## config.mk

```make
export PLATFORM = sky130hd
export DESIGN_NAME = popcount32
export DESIGN_NICKNAME = d
export VERILOG_FILES = /design/src/rtl/popcount32.sv
export SDC_FILE = /design/constraint.sdc
export NUM_CORES = 1
export LEC_CHECK = 0
export CAP_MARGIN = 5
export CORE_MARGIN = 2
export CORE_UTILIZATION = 30
export DETAILED_ROUTE_END_ITERATION = 8
export GPL_TIMING_DRIVEN = 0
export SYNTH_ARGS = -nofsm -noshare
export SYNTH_HDL_FRONTEND = slang
export SYNTH_SLANG_ARGS = --single-unit
export TNS_END_PERCENT = 100
```

## constraint.sdc

```tcl
create_clock -name clock -period 6 [get_ports clock]
set_input_delay 1.2 -clock clock [delete_from_list [all_inputs] [get_ports clock]]
set_output_delay 1.2 -clock clock [all_outputs]
set_load 0.01 [all_outputs]
```

## src/rtl/popcount32.sv

```systemverilog
// Pipelined 32-bit population counter built as a 5-level adder tree.
// STAGES (0..3) picks how many of the tree boundaries are registered.
module popcount32 #(
  parameter int STAGES = 1
) (
  input  logic        clock,
  input  logic        reset,
  input  logic        i_valid,
  input  logic [31:0] i,
  output logic        o_valid,
  output logic [5:0]  popcount
);

  localparam bit R2 = (STAGES == 3);
  localparam bit R3 = (STAGES == 2);
  localparam bit R4 = (STAGES == 3);
  localparam bit R5 = (STAGES >= 1);

  if (STAGES < 0 || STAGES > 3) begin : g_bad
    $error("popcount32: STAGES must be 0..3");
  end

  logic [15:0][1:0] s1;
  logic [7:0][2:0]  s2_d, s2_q;
  logic [3:0][3:0]  s3_d, s3_q;
  logic [1:0][4:0]  s4_d, s4_q;
  logic [5:0]       s5_d, s5_q;
  logic             v2, v3, v4, v5;

  always_comb begin
    for (int k = 0; k < 16; k++)
      s1[k] = {1'b0, i[2*k]} + {1'b0, i[2*k+1]};
  end

  always_comb begin
    for (int k = 0; k < 8; k++)
      s2_d[k] = {1'b0, s1[2*k]} + {1'b0, s1[2*k+1]};
  end

  if (R2) begin : g_r2
    always_ff @(posedge clock) begin
      if (reset) begin
        v2   <= 1'b0;
        s2_q <= '0;
      end else begin
        v2 <= i_valid;
        if (i_valid) s2_q <= s2_d;
      end
    end
  end else begin : g_c2
    assign v2   = i_valid;
    assign s2_q = s2_d;
  end

  always_comb begin
    for (int k = 0; k < 4; k++)
      s3_d[k] = {1'b0, s2_q[2*k]} + {1'b0, s2_q[2*k+1]};
  end

  if (R3) begin : g_r3
    always_ff @(posedge clock) begin
      if (reset) begin
        v3   <= 1'b0;
        s3_q <= '0;
      end else begin
        v3 <= v2;
        if (v2) s3_q <= s3_d;
      end
    end
  end else begin : g_c3
    assign v3   = v2;
    assign s3_q = s3_d;
  end

  always_comb begin
    for (int k = 0; k < 2; k++)
      s4_d[k] = {1'b0, s3_q[2*k]} + {1'b0, s3_q[2*k+1]};
  end

  if (R4) begin : g_r4
    always_ff @(posedge clock) begin
      if (reset) begin
        v4   <= 1'b0;
        s4_q <= '0;
      end else begin
        v4 <= v3;
        if (v3) s4_q <= s4_d;
      end
    end
  end else begin : g_c4
    assign v4   = v3;
    assign s4_q = s4_d;
  end

  assign s5_d = {1'b0, s4_q[0]} + {1'b0, s4_q[1]};

  if (R5) begin : g_r5
    always_ff @(posedge clock) begin
      if (reset) begin
        v5   <= 1'b0;
        s5_q <= '0;
      end else begin
        v5 <= v4;
        if (v4) s5_q <= s5_d;
      end
    end
  end else begin : g_c5
    // Fully combinational build: clock and reset have no loads.
    logic unused_clk;
    assign unused_clk = clock ^ reset;
    assign v5   = v4;
    assign s5_q = s5_d;
  end

  assign o_valid  = v5;
  assign popcount = s5_q;

endmodule

```

==> out/metrics.cfg <==
[clock_tree]
numCtsBuffers=3
tritoncts=built
root_buffer=clkbuf_4
h-tree-depth=1
clkTransAtPathRegs_ns=0.05
clk_latency_ns=0.25
clkSinkCount=7
post-cts-setup-buffers=0
max-clock-path-buffers=2

[sta]
relSlewSlack_pct=85.6
fin_crit_ns=5.78
rsz0062_at_grt=false
timing.fmax_mhz=173
fin_ws_ns=0.215
hold_viol=0
max_slew.worst_pin.slew_ns=0.212
setup_viol=0
fin_crit_sh_pct=96.4
skew_ns=0
drv_slew=0

[setup_path]
cpMostUsedCell=fa_1
ff2ff_path_depth=2
reg2reg_slack_ns=5.13
endpoint_kind=register
critPathArrivalTime_ns=5.92
cp.required_ns=6.13
critical_path_class=in2reg
cpPeakStageDelay_ns=0.55
startpoint_type=input pin
crit_chain=clkdlybuf4s50_1 > inv_1 > fa_1 > inv_1 > fa_1 > fa_1 > fa_1 > fa_1 > inv_1 > fa_1 > inv_1 > ha_1 > inv_1 > fa_2 > nor2b_2 > o21ai_0 > a311o_1
crit_slowest_cell=fa_1
crit_family=adder cells
crit_cells=17
cp.buffers_inverters=6
crit_fanout=2

[logic_synthesis]
synth_nets=164
syn_avg_cell_area_sq_um=10.4
ys_dominant_reg_cell=dfxtp_1
postSynthCellCount=98
yosys_warnings=0
synth_common_cells=inv_1, fa_1, dfxtp_1, ha_1, nor2_1
async_flop_share_pct=0
synth.largest_area_cell=fa_1
synthTopCellsByArea=fa_1, dfxtp_1, inv_1
synth_edf_count=0
synth_seq_cells=7
synth_cell_types=21
synth_top_area_share_pct=46.9
synth.most_common_cell=inv_1
netlist_area_sq_um=1020
synth_seq_area_share_pct=13.7

[grt]
first_global_vias=838
overflow=0
grt_max_degree=11
antenna_found_initial=0
grt_usage_pct=9.98
grt_pass1_wl_mm=3.18

[routing]
vias=792
routedWlPerCell_microns=9.99
viasPerCell=4.19
drc=0
drt_iter0_drc=3
first_pass_iters=4
wl_mm=1.89
ant_nets=0

[job]
cap_violations=0

[placement]
hpwl_mm=1.73
place_ws_ns=-0.185
port-buffer-count=41
place_congestion=0.780

[layout]
final_nets=210
ff_latch_area_sq_um=140
drive_above_1_share_pct=6.29
post-route-util_pct=46.0
multi_input_area_sq_um=762
diodes=0
area_growth_pct=48.8
nFillCells=357

[power]
pwr-share-comb_pct=85.6
p_int_mw=0.408
total_power_mw=0.749
power_switching_mw=0.341
p_sw_share_pct=45.5
p_leak_nw=0.695
pwr-share-seq_pct=8.7
p_clk_share_pct=5.6
peakVddDrop_mv=0.209
p_per_area_nw_per_um2=492

[worst_hold_path]
whs_path_depth=2
hold_class=reg2reg

[floorplan]
std_cell_rows=21
ioPinCount=42
start_util_pct=30.9
die_y_microns=62.4
coreArea_sq_um=3310
dieArea_sq_um=3900
die_x_microns=62.4

[outcome]
status=finished, final reports clean

[cell type report]
type / count / share of cell area, %
multi-input cells: 58 / 50.0
repair buffers: 41 / 27.0
flip-flops and latches: 7 / 9.20
inverters: 31 / 7.64
well taps: 46 / 3.78
clock buffers: 4 / 1.73
plain buffers: 2 / 0.657
[cell families after synthesis]
group	synth area share (%)
XOR/XNOR	0.856
AO/OA/AOI/OAI	6.60
buffers and inverters	12.3
flip-flops	13.7
AND/OR/NAND/NOR	8.07
adder cells (fa/ha/maj)	55.5
multiplexers	2.93
[worst paths after layout]
| kind | start | to |
|---|---|---|
| worst max-delay path | i[11] | popcount[4] |
| worst min-delay path | popcount[1] | popcount[1] |
| worst max register to register | popcount[4] | popcount[4] |
| worst min register to register | popcount[1] | popcount[1] |
[sequential cells by signal (all words and copies together) (netlist names)]
name      flops
o_valid       1
popcount      6
[placed cells by master (no fill, tap or decap)]
cell,instances
o21ai_0,3
nor2b_1,1
dfxtp_1,7
inv_1,31
buf_2,2
o311a_1,1
a211oi_1,1
a311oi_1,1
fa_1,23
and3_4,1
xnor2_1,1
or4_1,1
nand2_1,2
ha_1,7
clkbuf_1,1
a21o_1,1
fa_2,1
mux2i_1,3
clkbuf_4,3
clkdlybuf4s50_1,41
o311ai_1,1
or2_2,1
nor2b_2,1
nor2_1,4
a311o_1,1
nor3b_1,3
[timing repair]
action | in CTS | in global routing
hold buffers | 0 | 0
resized for setup | 0 | 2
setup endpoints to repair | 0 | 2
[tightest hold or removal path: stages, from the launching register on]
cell      delay, ns
dfxtp_1        0.31
nor2_1         0.08
a211oi_1       0.05
[power groups by stage]
stage	Sequential (mW)	Clock, mW	Combinational (mW)
floorplan	0.0709	0	0.483
global placement	0.0658	0	0.624
detailed placement	0.0663	0	0.638
CTS	0.0655	0.0438	0.644
global route	0.0665	0.0495	0.749
finish	0.0652	0.0423	0.642
[per-layer routing]
metal / up-vias / routed length, microns / global-route usage (%)
met5: - / 0 / 0
met4: 0 / 15 / 1.67
met3: 2 / 107 / 3.96
met2: 21 / 1070 / 19.4
met1: 384 / 691 / 10.1
li1: 385 / - / -
[stage by stage]
stage	std cells	instance area [sq um]	TNS (ns)	hold slack, ns
2_1_floorplan	98	1020	0	0.498
3_3_place_gp	185	1490	-0.250	0.476
3_5_place_dp	185	1490	-0.346	0.486
4_1_cts	189	1520	0	0.497
5_1_grt	189	1520	0	0.520
6_report	189	1520	0	0.488
(Power assumes the default switching activity.)
==> RTL change 1: new RTL, same flow settings <==
Register the inputs `i_valid` and `i` before use. The logic sees them one clock later.
--- a/src/rtl/popcount32.sv
+++ b/src/rtl/popcount32.sv
@@ -17,4 +17,12 @@
   localparam bit R5 = (STAGES >= 1);
 
+  logic i_valid_q;
+  logic [31:0] i_q;
+
+  always_ff @(posedge clock) begin
+    i_valid_q <= i_valid;
+    i_q       <= i;
+  end
+
   if (STAGES < 0 || STAGES > 3) begin : g_bad
     $error("popcount32: STAGES must be 0..3");
@@ -30,5 +38,5 @@
   always_comb begin
     for (int k = 0; k < 16; k++)
-      s1[k] = {1'b0, i[2*k]} + {1'b0, i[2*k+1]};
+      s1[k] = {1'b0, i_q[2*k]} + {1'b0, i_q[2*k+1]};
   end
 
@@ -44,10 +52,10 @@
         s2_q <= '0;
       end else begin
-        v2 <= i_valid;
-        if (i_valid) s2_q <= s2_d;
+        v2 <= i_valid_q;
+        if (i_valid_q) s2_q <= s2_d;
       end
     end
   end else begin : g_c2
-    assign v2   = i_valid;
+    assign v2   = i_valid_q;
     assign s2_q = s2_d;
   end
Formal check against the unedited RTL: not equivalent (Yosys sat finds a counterexample within 4 cycles, from zero or initial values and one cycle with reset high).
==> RTL change 1 against the unedited design <==
Via count grew 23%; worst setup slack improved by 1.0 ns; synthesized area is 65% higher; sequential cell count grew 33; total power rose by 55%; wire length increased by 21%; sequential power grew to 4.6 times the old value; design area is 52% higher; critical path type is now flip-flop to flip-flop.
==> RTL change 1: results (changes against the unedited design) <==
nets = 245 (+17%)
Syn Inst Count = 131 (+34%)
reg2reg setup slack = 1.22 ns (-3.91 ns)
worst-skew pair later-pin latency = 0.28 ns (+0.03 ns)
placed cell count = 244 (+32%)
Critical Path AT = 4.95 ns (-0.97 ns)
post-DP HPWL = 1940 um (+12%)
met1 Resource Use GR = 9.38% (-0.67 points)
CTS buffer count = 5 (+2)
DRT Pass-1 Iters = 2 (-2)
outcome = finished, final reports clean
Post-CTS Setup Inserts = 0 (unchanged)
Synth area leaders = dfxtp_1, fa_1, inv_1, ha_1, mux2i_1
initial antenna violation count = 0 (unchanged)
RePlAce Congestion = 0.691 (-11%)
clock-pin slew on the worst setup and hold paths = 0.07 ns (+0.02 ns)
Worst Tran Pin Value = 0.223 ns (+0.0101 ns)
max reg flops = 32 (+26)
routed via count = 977 (+23%)
DP Area = 2180 um2 (+46%)
peak supply drop = 0.000221 V (+6.0%)
share of layout cells above drive strength 1 = 6.15% (-0.15 points)
minimum hold slack = 0.486 ns (-0.00223 ns)
global-route wire length before repair = 4000 um (+26%)
GRT Resource Usage Total = 8.46% (-1.5 points)
Total Routed Length = 2290 um (+21%)
met2 GRT Util = 13.9% (-5.4 points)
syn nets = 197 (+20%)
average vias per placed instance = 3.89 (-7.1%)
Post-synth top cells = dfxtp_1, inv_1, fa_1
clk_skew = 0.00480 ns (+0.00480 ns)
met3 Track Usage GR = 3.64% (-0.33 points)
DR iter-0 viols = 11 (+8)
largest net degree at the start of global routing = 13 (+2)
number of global-route vias before repair = 1002 (+20%)
Root Driver = clkbuf_8
sw frac = 34.4% (-11 points)
==> RTL change 1: cell count changes in the layout (fill, tap and decap cells not counted), moves of 2 or more <==
cell / change
dfxtp_1: +33
clkbuf_4: -3
bufinv_16: +2
clkbuf_8: +5
==> RTL change 1: area by class of cell <==
cell class	instances	area, um2
clock inverters	2	60.1
inverters	31	116
flip-flops and latches	40	801
multi-input cells	58	757
clock buffers	5	68.8
plain buffers	2	10.0
well taps	72	90.1
repair buffers	41	410
fillers	564	3160
==> RTL change 1: path summary, 6_finish.rpt <==
path	from	to	depth (start not counted)
min reg2reg	popcount[1]	popcount[1]	2
min	popcount[1]	popcount[1]	2
max	i_q[0]	popcount[4]	16
max reg2reg	i_q[0]	popcount[4]	16
==> RTL change 1: power by group through the flow <==
stage | clock, mW | sequential (mW) | combinational, mW
final | 0.249 | 0.302 | 0.612
after global routing | 0.273 | 0.304 | 0.723
after CTS | 0.261 | 0.302 | 0.636
after detailed placement | 0 | 0.308 | 0.629
after global placement | 0 | 0.308 | 0.629
after floorplan | 0 | 0.312 | 0.483
==> RTL change 1: cell families after synthesis <==
family / synth area share (%)
buf+inv: 7.50
mux: 1.78
simple gates: 4.90
fa+ha+maj: 33.7
flops: 47.5
compound gates: 4.01
xor+xnor: 0.520
==> RTL change 1: worst max-delay path: cells and delay by family (launching register included) <==
| kind | cells | cell delay (ns) |
|---|---|---|
| AOI/OAI and AO/OA | 2 | 0.41 |
| DFF | 1 | 0.31 |
| adders and majority gates | 8 | 3.49 |
| and+or+nand+nor | 1 | 0.16 |
| buffers and inverters | 5 | 0.27 |
==> RTL change 1: metrics by stage <==
stage                     worst slack (ns)  util, %
after floorplan                       1.38        -
final                                 1.22     42.3
after global routing                  1.03     42.3
after CTS                             1.16     42.3
after detailed placement              1.19     39.9
after global placement                1.20     39.9
==> RTL change 1: metal layers <==
layer  wire length, um  part of all wire (%)  vias up
met4                29                   1.3        0
met2              1100                    48       31
met5                 0                     0        -
met1               991                    43      451
met3               169                   7.4        4
li1                  -                     -      491
==> RTL change 2: new RTL, config.mk and constraints unchanged <==
Without the edit above. Make the reset (`reset`) asynchronous in 4 clocked blocks.
--- a/src/rtl/popcount32.sv
+++ b/src/rtl/popcount32.sv
@@ -39,5 +39,5 @@
 
   if (R2) begin : g_r2
-    always_ff @(posedge clock) begin
+    always_ff @(posedge clock or posedge reset) begin
       if (reset) begin
         v2   <= 1'b0;
@@ -59,5 +59,5 @@
 
   if (R3) begin : g_r3
-    always_ff @(posedge clock) begin
+    always_ff @(posedge clock or posedge reset) begin
       if (reset) begin
         v3   <= 1'b0;
@@ -79,5 +79,5 @@
 
   if (R4) begin : g_r4
-    always_ff @(posedge clock) begin
+    always_ff @(posedge clock or posedge reset) begin
       if (reset) begin
         v4   <= 1'b0;
@@ -96,5 +96,5 @@
 
   if (R5) begin : g_r5
-    always_ff @(posedge clock) begin
+    always_ff @(posedge clock or posedge reset) begin
       if (reset) begin
         v5   <= 1'b0;
Function: differs if reset is asserted again (counterexample within 4 cycles, from zero or initial values and one cycle with reset high); with reset held inactive, the same outputs for 10 cycles.
==> RTL change 2 against the unedited design <==
Fmax shrank 0.31%; die area is 0.92% higher; sequential cell count unchanged; register-to-register slack improved by 0.13 ns; wire length shrank 2.8%; sequential share of layout area grew 2.3 points; critical path depth decreased by 1; total power is 11% higher; design area up 0.33%; worst setup slack got worse by 0.018 ns; synthesized cell count fell by 4.1%; synthesized area rose by 0.98%; critical endpoint is now popcount[2]; largest cell class unchanged; largest power group unchanged.
==> RTL change 2: results (changes against the unedited design) <==
peak supply drop = 0.000253 V (+21%)
Syn Inst Count = 94 (-4.1%)
routed via count = 774 (-2.3%)
worst r2r path cells = 1 (-1)
outcome = finished, final reports clean
share of layout cells above drive strength 1 = 5.04% (-1.3 points)
Primary FF master, synth = dfrtp_1
Reg2Reg Launch Point = popcount[0]
global-route wire length before repair = 3350 um (+5.4%)
asr flop ratio synth = 100% (+100 points)
nets = 206 (-1.9%)
Pleak = 0.712 nW (+2.4%)
DR iter-0 viols = 7 (+4)
Yosys cell types = 22 (+4.8%)
placed cell count = 181 (-2.2%)
post-synthesis sequential area ratio = 16.9% (+3.3 points)
HP Start = popcount[2]
minimum hold slack = 0.506 ns (+0.0177 ns)
DP Worst Slack = -0.0969 ns (+0.0884 ns)
routed len/inst = 9.92 um (-0.71%)
RePlAce Congestion = 0.728 (-6.7%)
number of global-route vias before repair = 797 (-4.9%)
post-DP HPWL = 1770 um (+2.2%)
DRT Pass-1 Iters = 3 (-1)
average vias per placed instance = 4.18 (-0.16%)
Hold Path End = popcount[2]
Critical Path AT = 5.94 ns (+0.02 ns)
CP max stage delay = 0.53 ns (-0.02 ns)
Worst Tran Pin Value = 0.276 ns (+0.0638 ns)
DP Area = 1500 um2 (+0.67%)
reg2reg setup slack = 5.26 ns (+0.13 ns)
sequential cell area = 175 um2 (+25%)
Synth area leaders = fa_1, dfrtp_1, inv_1, ha_1, mux2_2
RR Endpoint = popcount[0]
[RTL change 2: power groups by stage]
stage               combinational [mW]  clock [mW]  sequential (mW)
global route                     0.829      0.0472           0.0855
global placement                 0.708           0           0.0834
CTS                              0.731      0.0438           0.0830
detailed placement               0.724           0           0.0839
finish                           0.709      0.0420           0.0825
floorplan                        0.539           0           0.0926
[RTL change 2: cell families after synthesis]
kind of cell    Yosys count  share of synthesized area [%]
fa+ha+maj                31                           55.0
mux                       2                           2.18
flops                     7                           16.9
buf+inv                  33                           12.3
simple gates             10                           6.05
xor+xnor                  1                          0.848
compound gates           10                           6.66
[RTL change 2: how the worst max path moves through the flow]
| stage | startpoint | endpoint | depth (start not counted) |
|---|---|---|---|
| 2_1_floorplan | i[0] | popcount[2] | 15 |
| 3_3_place_gp | i[0] | popcount[2] | 16 |
| 3_5_place_dp | i[0] | popcount[2] | 16 |
| 4_1_cts | i[0] | popcount[2] | 16 |
| 5_1_grt | i[0] | popcount[3] | 15 |
| 6_report | i[0] | popcount[2] | 16 |
[RTL change 2: per-layer routing]
layer / up-vias / share of wire (%) / routed length, um / GRT usage [%]
met5: - / 0 / 0 / 0
met4: 0 / 0 / 0 / 1.67
met3: 0 / 5.5 / 101 / 2.34
met2: 22 / 56 / 1020 / 19.5
met1: 380 / 39 / 710 / 12.1
li1: 372 / - / - / -
[RTL change 2: cell type report]
| type | instances | area share, % |
|---|---|---|
| Buffer | 1 | 0.491 |
| Clock buffer | 4 | 1.72 |
| Inverter | 32 | 7.86 |
| Multi-Input combinational cell | 54 | 47.8 |
| Sequential cell | 7 | 11.5 |
| Tap cell | 46 | 3.77 |
| Timing Repair Buffer | 41 | 26.9 |
